<file path="config.mk">
export PLATFORM = sky130hd
export DESIGN_NAME = byte_packer
export DESIGN_NICKNAME = d
export VERILOG_FILES = /design/src/rtl/byte_packer.sv
export SDC_FILE = /design/constraint.sdc
export NUM_CORES = 1
export LEC_CHECK = 0
export ABC_AREA = 1
export BUFFER_PORTS_ARGS = -buffer_cell sky130_fd_sc_hd__buf_4
export CELL_PAD_IN_SITES_DETAIL_PLACEMENT = 1
export CELL_PAD_IN_SITES_GLOBAL_PLACEMENT = 1
export CORE_ASPECT_RATIO = 1.4
export CORE_MARGIN = 3
export CORE_UTILIZATION = 39
export CTS_CLUSTER_SIZE = 24
export DETAILED_ROUTE_END_ITERATION = 8
export HOLD_SLACK_MARGIN = 0.15
export PLACE_DENSITY_LB_ADDON = 0.2
export SLEW_MARGIN = 5
export SYNTH_ARGS = -nofsm -noshare
export SYNTH_HDL_FRONTEND = slang
export SYNTH_SLANG_ARGS = --single-unit
</file>
<file path="constraint.sdc">
create_clock -name clk -period 1.5 [get_ports clk]
set_input_delay 0.075 -clock clk [delete_from_list [all_inputs] [get_ports clk]]
set_output_delay 0.075 -clock clk [all_outputs]
set_load 0.1 [all_outputs]
</file>
<file path="src/rtl/byte_packer.sv">
// -----------------------------------------------------------------------------
// byte_packer
// Packs a stream of dw-bit lanes into N-lane words. Lanes fill an accumulator
// in arrival order (first lane in bits [dw-1:0]); the lane that fills the last
// slot moves the whole word into a registered output slot in the same edge.
//
// Optional feature macro: PACK_FLUSH_EN
//   When defined, a 'flush' input emits the current partial word with a
//   keep_out mask covering only the filled lanes. If the output slot is
//   occupied and not draining, the flush is remembered in a pending flag and
//   input is stalled until the partial word can be emitted.
//
// Ports
//   clk      : clock, all state updates on the rising edge
//   rst      : synchronous active-high reset
//   d_in     : input lane data (dw bits)
//   req_in   : upstream has valid data on d_in
//   ack_in   : packer can take d_in this cycle
//   d_out    : packed word (dw*N bits), lane 0 in the low bits
//   keep_out : per-lane valid mask for d_out
//   req_out  : d_out/keep_out hold a valid word
//   ack_out  : downstream takes the word this cycle
//   flush    : emit the partial word (PACK_FLUSH_EN builds only)
// -----------------------------------------------------------------------------
module byte_packer #(
    parameter int dw = 8,
    parameter int N  = 4
) (
    input  logic            clk,
    input  logic            rst,
    input  logic [dw-1:0]   d_in,
    input  logic            req_in,
    output logic            ack_in,
    output logic [dw*N-1:0] d_out,
    output logic [N-1:0]    keep_out,
    output logic            req_out,
    input  logic            ack_out
`ifdef PACK_FLUSH_EN
    ,
    input  logic            flush
`endif
);

    localparam int            CW   = $clog2(N);
    localparam logic [CW-1:0] LAST = CW'(N - 1);

    logic [CW-1:0]   r_cnt;
    logic [dw*N-1:0] r_acc;
    logic [dw*N-1:0] r_dout;
    logic [N-1:0]    r_keep;
    logic            r_req;

    logic            w_take;
    logic            w_complete;
    logic            w_full_load;
    logic            w_drain;
    logic            w_slot_free;
    logic [dw*N-1:0] w_acc_ins;

    assign w_take      = req_in & ack_in;
    // The next accepted lane is the one that finishes the word.
    assign w_complete  = (r_cnt == LAST);
    assign w_full_load = w_take & w_complete;
    assign w_drain     = r_req & ack_out;
    // Output slot can take a new word this edge: empty or being drained.
    assign w_slot_free = ~r_req | ack_out;

`ifdef PACK_FLUSH_EN
    logic            r_pend;
    logic [CW:0]     w_cnt_eff;
    logic [dw*N-1:0] w_acc_new;
    logic [N-1:0]    w_keep_part;
    logic            w_has_part;
    logic            w_flush_emit;
    logic            w_pend_set;

    // Lane count including any lane accepted on this edge.
    assign w_cnt_eff    = {1'b0, r_cnt} + {{CW{1'b0}}, w_take};
    assign w_acc_new    = w_take ? w_acc_ins : r_acc;
    assign w_keep_part  = ~({N{1'b1}} << w_cnt_eff);
    assign w_has_part   = (w_cnt_eff != {(CW+1){1'b0}});
    // A completing lane wins over a coincident flush (flush becomes a no-op).
    assign w_flush_emit = ~w_full_load & w_slot_free & (r_pend | (flush & w_has_part));
    assign w_pend_set   = ~w_full_load & ~w_slot_free & ~r_pend & flush & w_has_part;

    // Stall input when the completing lane has nowhere to go or a flush waits.
    assign ack_in = ~((w_complete & r_req & ~ack_out) | r_pend);
`else
    // Stall input only when the completing lane has nowhere to go.
    assign ack_in = ~(w_complete & r_req & ~ack_out);
`endif

    // Accumulator with the incoming lane written into slot r_cnt.
    always_comb begin
        w_acc_ins = r_acc;
        for (int i = 0; i < N; i++) begin
            if (r_cnt == CW'(i)) begin
                w_acc_ins[i*dw +: dw] = d_in;
            end else begin
                w_acc_ins[i*dw +: dw] = r_acc[i*dw +: dw];
            end
        end
    end

    // Accumulator, lane counter, output slot and flush-pending state.
    always_ff @(posedge clk) begin
        if (rst) begin
            r_cnt  <= {CW{1'b0}};
            r_acc  <= {(dw*N){1'b0}};
            r_dout <= {(dw*N){1'b0}};
            r_keep <= {N{1'b0}};
            r_req  <= 1'b0;
`ifdef PACK_FLUSH_EN
            r_pend <= 1'b0;
`endif
        end else begin
            if (w_full_load) begin
                r_dout <= w_acc_ins;
                r_keep <= {N{1'b1}};
                r_req  <= 1'b1;
                r_cnt  <= {CW{1'b0}};
                r_acc  <= {(dw*N){1'b0}};
`ifdef PACK_FLUSH_EN
            end else if (w_flush_emit) begin
                // Unfilled lanes are already zero: the accumulator is cleared
                // every time a word leaves it.
                r_dout <= w_acc_new;
                r_keep <= w_keep_part;
                r_req  <= 1'b1;
                r_cnt  <= {CW{1'b0}};
                r_acc  <= {(dw*N){1'b0}};
`endif
            end else begin
                if (w_drain) begin
                    r_req <= 1'b0;
                end else begin
                    r_req <= r_req;
                end
                if (w_take) begin
                    r_acc <= w_acc_ins;
                    r_cnt <= r_cnt + CW'(1);
                end else begin
                    r_acc <= r_acc;
                    r_cnt <= r_cnt;
                end
            end
`ifdef PACK_FLUSH_EN
            if (w_flush_emit) begin
                r_pend <= 1'b0;
            end else if (w_pend_set) begin
                r_pend <= 1'b1;
            end else begin
                r_pend <= r_pend;
            end
`endif
        end
    end

    assign d_out    = r_dout;
    assign keep_out = r_keep;
    assign req_out  = r_req;

endmodule

</file>
* Word-level counts from Yosys, hierarchy flattened
Index checks and enable logic that the tools add are counted.
** Storage, ports and cells
- Register bits :: 68
- Bits in read-only memories :: 0
- Bits in latches :: 0
- Memory bits (writable) :: 0
- Memories :: 0
** Operators by class
- Equality and inequality tests :: 3
- Multiply operators :: 0
- Multiplexer cells :: 6
- Reductions and logical operators :: 3
- Shift operators :: 0
- Div/mod/pow operators :: 0
- Bitwise logic cells :: 7
- Magnitude comparators :: 0
- $add $sub $neg :: 1
** Operators with widths (number)
- two-way mux 8 bit :: 4
- AND 1 bit :: 5
- equality test 2 bit, second input constant :: 2
- adder 2 x 1 -> 2 bit, second input constant :: 1
- equality test 2 x 1 -> 1 bit, second input constant :: 1
- logical NOT 2 bit :: 1
- two-way mux 1 bit :: 2
- inverter 1 bit :: 2
- nonzero test 2 bit :: 1
- OR reduction 2 bit :: 1

* Depth between registers and ports, before layout
- Depth after elaboration :: 7
- Mapped depth :: 8
- Mapped depth without buffers :: 7

* Worst setup path before layout
OpenSTA, ideal clock, no wires.
- Kind :: flip-flop to flip-flop
- Start point :: reg r_req, in the netlist req_out
- End point :: reg r_acc[14]
- Required time :: 1.378 ns
- Setup time :: 0.122 ns
- Arrival :: 1.846 ns
- Stages on the path, launching flop included :: 5
- Slack :: -0.468 ns
- Clock period less this slack :: 1.968 ns
- Path through :: dfxtp_1 > nand3_4 > buf_2 > nand3_1 > a21oi_1
** Between the ends
- Cells in the longest elaborated chain, start to end :: 6
** Ends and longest elaborated chain
- start, declared :: line 51 : logic r_req;
- start signal, assigned :: line 137 : r_req <= r_req;
- AND 1 bit (*) (2 in series) :: line 90 : assign ack_in = ~(w_complete & r_req & ~ack_out);
- inverter 1 bit (*) :: line 90
- named net ack_in :: line 33 : output logic ack_in,
- AND 1 bit (*) :: line 60 : assign w_take = req_in & ack_in;
- AND 1 bit :: line 63 : assign w_full_load = w_take & w_complete;
- OR reduction 2 bit (no line)
- end signal, assigned :: line 109 : r_acc <= {(dw*N){1'b0}};
- end signal, assigned :: line 122 : r_acc <= {(dw*N){1'b0}};
- end signal, assigned :: line 140 : r_acc <= w_acc_ins;
- end, declared :: line 48 : logic [dw*N-1:0] r_acc;
Mark *: on every way through the listed nets, which the timed path passes. The rest lies on a longest branch.
A chain may end at the register's enable or synchronous reset.

* Worst setup path in the final report
- Start point :: reg r_cnt[1]
- End point :: out ack_in
** Between the ends
- Cells in the longest elaborated chain, start to end :: 4
** Ends and longest elaborated chain
- start, declared :: line 47 : logic [CW-1:0] r_cnt;
- start signal, assigned :: line 108 : r_cnt <= {CW{1'b0}};
- start signal, assigned :: line 121 : r_cnt <= {CW{1'b0}};
- start signal, assigned :: line 141 : r_cnt <= r_cnt + CW'(1);
- equality test 2 bit :: line 62 : assign w_complete = (r_cnt == LAST);
- AND 1 bit (2 in series) :: line 90
- inverter 1 bit :: line 90
- end, declared :: line 33
Every way passes these cells.

==> results.md <==
* Critical path required time at around 1.4 ns
* Mapped Cells at 353
* P_leak at 1.53 nW
* Clock buffers created by TritonCTS at 9
* IO Port Bufs at 49
* Result of the run: finished, final reports clean
* Top Family by Delay on Critical Path: buffers and inverters
* Overall die height at 102 µm
* Total number of nets in the final design at approximately 430
* Total routing usage reported by global routing at 21.2%
* Area used by multi-input combinational logic at 0.00116 mm²
* Timing-limited maximum frequency at between 600 and 700 MHz
* Number of synthesis warnings at 0
* Length of routed met3 wiring at 325 µm
* Worst VDD drop at 0.638 mV
* Final-report setup violation count at 0
* Share of synthesized registers carrying an async set or reset at 0%
* CP max FO at 9
* Crit-path cells: ha_4 -> nand3_4 -> buf_4 -> buf_8
* Cell area after placement at 0.00307 mm²
* GRT overflow at 0
* Final Skew at 0.00732 ns
* Full die area at 0.00763 mm²
* CTS H-Tree Depth at 3
* Commonest register cell after synthesis: sky130_fd_sc_hd__dfxtp_1
* Most common cell in the netlist: sky130_fd_sc_hd__nand2_1
* Number of antenna violations at the first check in global routing at 0
* Avg WL per Cell at 15.0 µm
* Area growth from synthesis to layout at 30.7%
* DR vias at 2523
* HP Class: in -> reg
* Post-CTS Setup Repair Bufs at 0
* Slew Limit Fails at 0
* Number of storage elements in the synthesis netlist at 60
* Dpl hpwl at 5110 µm
* Critical Path AT at 1.37 ns
* Iter 0 DRT Violations at 88
* Endpoints failing hold at 0
* Syn Nets at between 300 and 400
* Horizontal die dimension at 74.7 µm
* Post-layout power at ~3.3 mW
* Detailed-route vias per instance at 5.12
* Global-route wire length before repair at 12200 µm
* Share of cells above drive strength 1 at 23.3%
* Detailed-routed wire length on met2 at 3760 µm
* Max_cap viols at 0
* Largest cells by area after synthesis: sky130_fd_sc_hd__dfxtp_1, sky130_fd_sc_hd__nand2_1, sky130_fd_sc_hd__nand3_1, sky130_fd_sc_hd__o21ai_0, sky130_fd_sc_hd__a21oi_1
* Effective utilization at floorplan at around 41%
* Cell count of the worst hold path at 6
* Max-slew headroom at the worst pin at 79.9%
* Fraction of synthesized cell area taken by the top area cell type at 46.6%
* Maximum count of clock buffers along a single path at 2
* Fin Setup TNS at 0 ns
* Startpoint of the most critical hold path: ack_out
* WS Path Type: reg -> out
* RSZ-0062 raised after global routing: false
* Number of buffers and inverters on the critical path at 2
* Wirelength, routed at 7390 µm
* Non-Filler Cell Area, Final at 0.00337 mm²
* Reg-to-reg endpoint: d_out[13]$_SDFFE_PP0P_
* Endpoint, Worst Hold: req_out$_SDFFE_PP0P_
* Cell with the biggest individual delay on the critical path: sky130_fd_sc_hd__dfxtp_2
* Inserted Diodes at 0
* Share of synthesized area occupied by flip-flops and latches at 46.6%
* Footprint of the flip-flops and latches at 0.00120 mm²
* Sort of element at the start of the critical path: register
* Routed Antenna Nets at 0
* Final-layout fill cell count at 803
* Row Count at 34
* Largest net degree at the start of global routing at 22
* Number of flops mapped to enable cells by yosys at 0
* Library cell with the largest summed area after synthesis: sky130_fd_sc_hd__dfxtp_1
* Via count of the first global-routing pass at approximately 2.6k
* Placer's final routability congestion estimate at 0.775
* Top-level I/O count at 50
* R2R depth at 7
* Clock latency on the worst-skew pair at 0.34 ns
* Number of iterations in the first detailed-routing pass at 4
* Period utilization at a little over nine tenths
* Finished Core Util at 53.5%
* Power per cell area at around 1000 mW/mm²
* Clk sinks at 60
* CTS tree: done
* Slew @ Worst Pin at 0.302 ns
* Highest metal layer with signal wires: met4
* Reg clk slew, reported paths at ~0.06 ns
* Number of distinct library cell variants in the gate-level netlist after synthesis at 19
* RR Startpoint: r_cnt[1]$_SDFFE_PP0P_
* DRC violations left at 0
* Root cell of the clock tree: sky130_fd_sc_hd__clkbuf_8
* Critical Path Sink Type: primary output
* Mapped Area at 0.00258 mm²
* R2r setup slk at roughly 0.16 ns
* Met1 layer wirelength in the final routing at between 3000 and 4000 µm
* Mean instance size in the synthesized netlist at 7.30 µm²
* Std-Cell Core Area at 0.00630 mm²
* Crit path largest cell delay at 0.35 ns
* Final min period at 1.45 ns
* Most frequent cells after synthesis: sky130_fd_sc_hd__nand2_1, sky130_fd_sc_hd__dfxtp_1, sky130_fd_sc_hd__nand3_1, sky130_fd_sc_hd__o21ai_0, sky130_fd_sc_hd__inv_1
## layout by cell type (no fill, tap or decap), types with 10 or more instances in the layout
cell	n
sky130_fd_sc_hd__dfxtp_1	57
sky130_fd_sc_hd__clkbuf_8	11
sky130_fd_sc_hd__o21ai_0	24
sky130_fd_sc_hd__nand2_1	120
sky130_fd_sc_hd__nor2_1	10
sky130_fd_sc_hd__inv_1	20
sky130_fd_sc_hd__nand3_1	56
sky130_fd_sc_hd__buf_4	64
sky130_fd_sc_hd__dlygate4sd3_1	10
sky130_fd_sc_hd__a21oi_1	21
## logic make-up (layout without fill, tap and decap cells)
family / after synthesis / count (layout) / synth area share (%)
AND/OR/NAND/NOR: 190 / 190 / 31.8
flip-flops: 60 / 60 / 46.6
AO/OA/AOI/OAI: 51 / 51 / 10.7
buffers and inverters: 48 / 116 / 8.88
adder cells (fa/ha/maj): 4 / 4 / 1.94
## power by group
group | switching (mW) | leakage [nW] | total, mW | internal (mW)
combinational | 0.265 | 0.954 | 0.413 | 0.148
sequential | 0.0236 | 0.487 | 1.66 | 1.63
clock | 0.604 | 0.0893 | 1.28 | 0.676
total | 0.892 | 1.53 | 3.35 | 2.46
## registers in the layout (all words and copies together) (netlist names)
| register | flops |
|---|---|
| d_out | 32 |
| keep_out | 1 |
| r_acc | 24 |
| req_out | 1 |
| r_cnt | 2 |
## area by class of cell
cell class	instances	area share, %
clock buffer	13	4.72
timing repair buffer	78	19.5
sequential	60	35.8
multi-input combinational	245	34.5
inverter	23	2.56
tap	72	2.67
clock inverter	2	0.297
## routing by layer
| layer | global-route usage [%] | vias to the layer above |
|---|---|---|
| met1 | 24.2 | 1190 |
| li1 | - | 1259 |
| met2 | 38.3 | 63 |
| met5 | 0 | - |
| met4 | 7.81 | 0 |
| met3 | 3.94 | 11 |
## worst reg2reg max path: cells and delay by family (launching register included)
kind	cells	cell delay, ns
AO/OA/AOI/OAI	1	0.15
adder cells (fa/ha/maj)	1	0.21
buffers and inverters	2	0.28
flip-flops	1	0.38
AND/OR/NAND/NOR	3	0.26
## how the worst max path moves through the flow
stage / cells past startpoint / endpoint / startpoint
finish: 4 / ack_in / r_cnt[1]$_SDFFE_PP0P_
global placement: 7 / d_out[0]$_SDFFE_PP0P_ / r_cnt[0]$_SDFFE_PP0P_
detailed placement: 7 / d_out[0]$_SDFFE_PP0P_ / r_cnt[0]$_SDFFE_PP0P_
floorplan: 1 / keep_out[1] / keep_out[0]$_SDFFE_PP0P_
CTS: 4 / ack_in / r_cnt[1]$_SDFFE_PP0P_
global route: 4 / ack_in / r_cnt[1]$_SDFFE_PP0P_
## through the flow
stage	setup slack, ns	hold slack [ns]	instances
finish	0.0530	0.214	493
global route	0.00324	0.256	493
CTS	0.0154	0.206	493
detailed placement	-0.00836	0.348	468
global placement	0.0959	0.348	468
floorplan	0.0153	0.206	353
## what timing repair did
action,in CTS,in global routing
endpoints found under the setup margin,5,11
hold buffers,10,0
resized for setup,6,3
hold endpoints to repair,16,0
(Power assumes the default switching activity.)
